### src/rtl/parking_gate_ctrl_if.sv
// Sensor-pulse inputs and gate/occupancy status outputs of the parking gate controller.
// The master modport is the sensor/display side; the slave modport is the controller.
interface parking_gate_ctrl_if #(
    parameter int CNT_W = 4
);
    logic             entry_pulse;
    logic             exit_pulse;
    logic             gate_open;
    logic             gate_dir;
    logic [CNT_W-1:0] occupied;
    logic [CNT_W-1:0] free_spaces;
    logic             full;
    logic             empty;
    logic             entry_grant;
    logic             exit_grant;
    logic             entry_reject;
    logic             overrun;

    modport master (
        output entry_pulse, exit_pulse,
        input  gate_open, gate_dir, occupied, free_spaces, full, empty,
               entry_grant, exit_grant, entry_reject, overrun
    );

    modport slave (
        input  entry_pulse, exit_pulse,
        output gate_open, gate_dir, occupied, free_spaces, full, empty,
               entry_grant, exit_grant, entry_reject, overrun
    );
endinterface

### src/rtl/parking_gate_ctrl.sv
// Occupancy counter and single-barrier gate FSM; one pending request per direction
// is held while the gate is busy, and exits take priority over entries.
module parking_gate_ctrl #(
    parameter int CAPACITY    = 8,
    parameter int OPEN_CYCLES = 4,
    parameter int CNT_W       = 4,
    parameter int TMR_W       = 8
) (
    input  logic                 clk,
    input  logic                 reset,
    parking_gate_ctrl_if.slave   bus
);
    typedef enum logic [1:0] {IDLE, ENTRY_OPEN, EXIT_OPEN} state_t;

    localparam logic [CNT_W-1:0] CAP_C  = CNT_W'(CAPACITY);
    localparam logic [TMR_W-1:0] TMR_LD = TMR_W'(OPEN_CYCLES - 1);
    localparam logic [CNT_W-1:0] ONE    = CNT_W'(1);

    state_t           state;
    logic [TMR_W-1:0] timer;
    logic             pend_entry, pend_exit;
    logic             gate_open, gate_dir, full, empty;
    logic             entry_grant, exit_grant, entry_reject, overrun;
    logic [CNT_W-1:0] occupied, free_spaces;

    logic req_exit, req_entry, exit_ok;
    assign req_exit  = bus.exit_pulse  | pend_exit;
    assign req_entry = bus.entry_pulse | pend_entry;
    assign exit_ok   = req_exit & ~empty;

    always_ff @(posedge clk) begin
        if (reset) begin
            state        <= IDLE;
            timer        <= '0;
            pend_entry   <= 1'b0;
            pend_exit    <= 1'b0;
            gate_open    <= 1'b0;
            gate_dir     <= 1'b0;
            occupied     <= '0;
            free_spaces  <= CAP_C;
            full         <= 1'b0;
            empty        <= 1'b1;
            entry_grant  <= 1'b0;
            exit_grant   <= 1'b0;
            entry_reject <= 1'b0;
            overrun      <= 1'b0;
        end else begin
            entry_grant  <= 1'b0;
            exit_grant   <= 1'b0;
            entry_reject <= 1'b0;
            overrun      <= 1'b0;
            case (state)
                IDLE: begin
                    // An exit on an empty lot is dropped silently.
                    if (req_exit) begin
                        pend_exit <= 1'b0;
                        if (!empty) begin
                            state       <= EXIT_OPEN;
                            timer       <= TMR_LD;
                            gate_open   <= 1'b1;
                            gate_dir    <= 1'b0;
                            exit_grant  <= 1'b1;
                            occupied    <= occupied - ONE;
                            free_spaces <= free_spaces + ONE;
                            full        <= 1'b0;
                            empty       <= (occupied == ONE);
                        end
                    end
                    // An entry that loses to an exit waits; it is judged against
                    // fullness only once it is actually served.
                    if (req_entry) begin
                        if (exit_ok) begin
                            pend_entry <= 1'b1;
                        end else if (!full) begin
                            state       <= ENTRY_OPEN;
                            timer       <= TMR_LD;
                            gate_open   <= 1'b1;
                            gate_dir    <= 1'b1;
                            entry_grant <= 1'b1;
                            pend_entry  <= 1'b0;
                            occupied    <= occupied + ONE;
                            free_spaces <= free_spaces - ONE;
                            full        <= (occupied + ONE == CAP_C);
                            empty       <= 1'b0;
                        end else begin
                            entry_reject <= 1'b1;
                            pend_entry   <= 1'b0;
                        end
                    end
                end
                default: begin
                    pend_entry <= pend_entry | bus.entry_pulse;
                    pend_exit  <= pend_exit  | bus.exit_pulse;
                    overrun    <= (pend_entry & bus.entry_pulse) | (pend_exit & bus.exit_pulse);
                    if (timer != '0) begin
                        timer <= timer - TMR_W'(1);
                    end else begin
                        state     <= IDLE;
                        gate_open <= 1'b0;
                        gate_dir  <= 1'b0;
                    end
                end
            endcase
        end
    end

    assign bus.gate_open    = gate_open;
    assign bus.gate_dir     = gate_dir;
    assign bus.occupied     = occupied;
    assign bus.free_spaces  = free_spaces;
    assign bus.full         = full;
    assign bus.empty        = empty;
    assign bus.entry_grant  = entry_grant;
    assign bus.exit_grant   = exit_grant;
    assign bus.entry_reject = entry_reject;
    assign bus.overrun      = overrun;
endmodule

### src/flat_wrapper.sv
// flat-port wrapper written by rule: the top's interface ports become plain ports
module parking_gate_ctrl_flat 
#(
    parameter int CAPACITY    = 8,
    parameter int OPEN_CYCLES = 4,
    parameter int CNT_W       = 4,
    parameter int TMR_W       = 8
)
  (clk, reset, bus_entry_pulse, bus_exit_pulse, bus_gate_open, bus_gate_dir, bus_occupied, bus_free_spaces, bus_full, bus_empty, bus_entry_grant, bus_exit_grant, bus_entry_reject, bus_overrun);
  parking_gate_ctrl_if #(.CNT_W(CNT_W)) bus_i ();
  input  logic clk;
  input  logic reset;
  input wire logic [$bits(bus_i.entry_pulse)-1:0] bus_entry_pulse;
  input wire logic [$bits(bus_i.exit_pulse)-1:0] bus_exit_pulse;
  output wire logic [$bits(bus_i.gate_open)-1:0] bus_gate_open;
  output wire logic [$bits(bus_i.gate_dir)-1:0] bus_gate_dir;
  output wire logic [$bits(bus_i.occupied)-1:0] bus_occupied;
  output wire logic [$bits(bus_i.free_spaces)-1:0] bus_free_spaces;
  output wire logic [$bits(bus_i.full)-1:0] bus_full;
  output wire logic [$bits(bus_i.empty)-1:0] bus_empty;
  output wire logic [$bits(bus_i.entry_grant)-1:0] bus_entry_grant;
  output wire logic [$bits(bus_i.exit_grant)-1:0] bus_exit_grant;
  output wire logic [$bits(bus_i.entry_reject)-1:0] bus_entry_reject;
  output wire logic [$bits(bus_i.overrun)-1:0] bus_overrun;
  assign bus_i.entry_pulse = bus_entry_pulse;
  assign bus_i.exit_pulse = bus_exit_pulse;
  assign bus_gate_open = bus_i.gate_open;
  assign bus_gate_dir = bus_i.gate_dir;
  assign bus_occupied = bus_i.occupied;
  assign bus_free_spaces = bus_i.free_spaces;
  assign bus_full = bus_i.full;
  assign bus_empty = bus_i.empty;
  assign bus_entry_grant = bus_i.entry_grant;
  assign bus_exit_grant = bus_i.exit_grant;
  assign bus_entry_reject = bus_i.entry_reject;
  assign bus_overrun = bus_i.overrun;
  parking_gate_ctrl #(.CAPACITY(CAPACITY), .OPEN_CYCLES(OPEN_CYCLES), .CNT_W(CNT_W), .TMR_W(TMR_W)) u_core (.clk(clk), .reset(reset), .bus(bus_i));
endmodule
### config.mk
export PLATFORM = sky130hd
export DESIGN_NAME = parking_gate_ctrl_flat
export DESIGN_NICKNAME = d
export VERILOG_FILES = /design/src/rtl/parking_gate_ctrl_if.sv /design/src/rtl/parking_gate_ctrl.sv /design/src/flat_wrapper.sv
export SDC_FILE = /design/constraint.sdc
export NUM_CORES = 1
export LEC_CHECK = 0
export CAP_MARGIN = 20
export CORE_MARGIN = 2
export CORE_UTILIZATION = 25
export CTS_CLUSTER_DIAMETER = 120
export CTS_CLUSTER_SIZE = 24
export DETAILED_ROUTE_END_ITERATION = 8
export PLACE_DENSITY_LB_ADDON = 0.1
export SLEW_MARGIN = 30
export SYNTH_ARGS = -nofsm -noshare
export SYNTH_HDL_FRONTEND = slang
export SYNTH_SLANG_ARGS = --single-unit
### constraint.sdc
create_clock -name clk -period 2.2 [get_ports clk]
set_clock_uncertainty 0.1 [all_clocks]
set_input_delay 0.44 -clock clk [delete_from_list [all_inputs] [get_ports clk]]
set_output_delay 0.44 -clock clk [all_outputs]
set_load 0.1 [all_outputs]
==> results of run 1 <==
Yosys cell counts, types with 4 or more instances:
master     n  area (sq um)
nor3_1    11          55.1
clkbuf_1   4          15.0
nor4_1     5          31.3
inv_1      8          30.0
nand3_1    9          45.0
dfxtp_1   28           561
nand2_1    4          15.0
o21ai_0    7          35.0
nor2_1    12          45.0
ha_1       7          87.6
a21oi_1   10          50.1
logic make-up (layout without fill, tap and decap cells):
logic type               count (synthesis)  count (layout)  share of synthesized area [%]
adder cells (fa/ha/maj)                  7               7                           6.29
multiplexers                             1               1                          0.719
XOR/XNOR                                 3               3                           1.89
flip-flops                              28              28                           40.3
AND/OR/NAND/NOR                         57              57                           22.6
buffers and inverters                   15              41                           4.13
AO/OA/AOI/OAI                           47              47                           24.2
stage by stage:
step | utilization (%) | cells | instance area (sq um) | hold slack [ps]
final | 32.4 | 256 | 1760 | 373
after global routing | 32.4 | 256 | 1760 | 410
after CTS | 32.4 | 256 | 1760 | 379
after detailed placement | 31.4 | 252 | 1710 | 365
after global placement | 31.4 | 252 | 1710 | 356
after floorplan | - | 158 | 1390 | 343
area by class of cell:
cell class,count,area (sq um),area share [%]
Multi-Input combinational cell,115,774,44.0
Tap cell,72,90.1,5.12
Clock buffer,4,55.1,3.13
Inverter,8,30.0,1.71
Sequential cell,28,561,31.8
Timing Repair Buffer,29,250,14.2
worst max-delay path, cell delays in order (launching register included):
cell,delay (ps)
dfxtp_1,360
inv_1,90
ha_1,200
nor3b_1,170
and2_4,190
or4_1,480
a211oi_2,220
power by group through the flow:
stage	combinational (uW)	sequential [uW]	clock (uW)
global route	1790	840	366
detailed placement	1680	823	0
finish	1660	812	325
floorplan	692	1370	0
CTS	1680	812	342
global placement	1660	820	0
state kept, by name (all words and copies together) (netlist names), 2 cells and up:
signal / cells
u_core.timer: 8
u_core.state: 2
u_core.bus.occupied: 4
u_core.bus.free_spaces: 4
worst paths after layout:
path | start | end | slack, ps | cells past startpoint
max | u_core.timer[0] | u_core.timer[3] | 310 | 6
min | u_core.state[0] | u_core.state[0] | 370 | 2
max reg2reg | u_core.timer[0] | u_core.timer[3] | 310 | 6
min reg2reg | u_core.state[0] | u_core.state[0] | 370 | 2
metal layers:
metal  up-vias  GRT usage (%)  part of all wire, %
met5         -              0                    0
met4         0           3.68                 0.42
met3         2           1.72                  2.7
met2        17           21.2                   49
met1       641           15.6                   47
li1        647              -                    -
==> flow_summary.toml, run 1 <==
[timing]
final_hold_violating_endpoints = 0
grt_setup_unrepaired = "false"
slew_headroom_pct = 69.4
layout_min_cycle_time_ps = 1890
tightest_slew_ps = 458
max_freq_ghz = 0.528
post_route_clock_period_utilization_pct = 86.1
timing.setup.tns_ps = 0
final-setup-viol-count = 0
final_worst_setup_slack_ps = 306
timing_max_transition_violations_final = 0

[clock_tree]
clock-root-buffer = "clkbuf_8"
clkSinkCount = 28
cts_tree = "yes"
worstSkewPairLatency_ps = 270
cts.htree.levels = 1
post_cts_buffers = 0
clkTransAtPathRegs_ps = 100
holdBufCountCts = 0
numCtsBuffers = 3
cts_repair_resize_count = 0
max_root_sink_buffers = 2

[power]
static-leakage-power_uw = 0.000695
power.net_switching_uw = 1460
power_per_cell_area_mw_per_mm2 = 1590
power_frac_seq_pct = 29.0
power_frac_clock_pct = 11.6
total_power_uw = 2800
power.ir.vdd_worst_mv = 0.997
p_int_uw = 1340
sw_frac_of_total_pct = 52.2
comb_power_share_pct = 59.4

[min_path]
hold_path_class = "reg -> reg"

[detailed_routing]
drt_iter0_drc = 48
via_total_after_detailed_routing = 1307
detail_route.drc_violations = 0
first_drt_pass_iteration_count = 4
routed_wl_mm = 3.58
post_drt_via_cell_ratio = 5.11
wl_per_cell_um = 14.0
antenna_left = 0

[yosys]
synth_edf_count = 0
mappedNetlistArea_sq_mm = 0.00139
postSynthCellCount = 158
synth.net_count = 169
yosys_register_bits = 28
synthesis.yosys.warnings = 0
avgSynthCellArea_sq_um = 8.81
synth.distinct_cells = 47
synth-main-ff-cell = "dfxtp_1"
yosysSeqAreaShare_pct = 40.3
postSynth.asyncResetShare_pct = 0

[final_layout]
areaGrowthSynthToFinish_pct = 26.4
n_antenna_cell = 0
drive_above_1_share_pct = 20.7
most-common-layout-cells = "dfxtp_1, buf_4, nor2_1"
nets = 196
final_common_cell = "dfxtp_1"
fillers = 583

[critical_path]
critPathCaptureType = "flop"
setup.worst_path.start_class = "flop"
required_time_of_the_worst_setup_path_ps = 2300
timing.critical_path.arrival_ps = 1990
critical_path_maximum_fanout = 6
timing.setup.critical_path_class = "reg -> reg"

[global_route]
globalRouteOverflowTotal = 0
grt_max_degree = 32
global_route.usage.total_pct = 12.2
global_route_wire_length_before_repair_mm = 6.07
grt_pass1_vias = 1298
initial_antenna_violation_count = 0

[die]
initial_utilization_pct = 25.6
ios = 20
design.die.area_sq_mm = 0.00618
floorplan.die.width_um = 78.6
row_count = 27
die_height_um = 78.6
design.core.area_sq_mm = 0.00544

[place]
dp_slack_ps = 55.2
io_buffer_count = 19
finalWeightedCongestion = 0.773
detailedPlacementHpwl_mm = 2.62

[flow_run]
drv.max_cap_violation_count = 0

[status]
run_status = "finished, final reports clean"
Power figures use the tool's default switching activity.
==> run 2, diff against run 1 <==
Settings changed: SLEW_MARGIN 30 to 20.
==> results of run 2 <==
The final DEF is identical to that of run 1; final timing and power are the same.
==> run 3, diff against run 2 <==
Settings changed: SLEW_MARGIN 20 to unset.
==> results of run 3 <==
The final DEF is identical to that of run 1; final timing and power are the same.
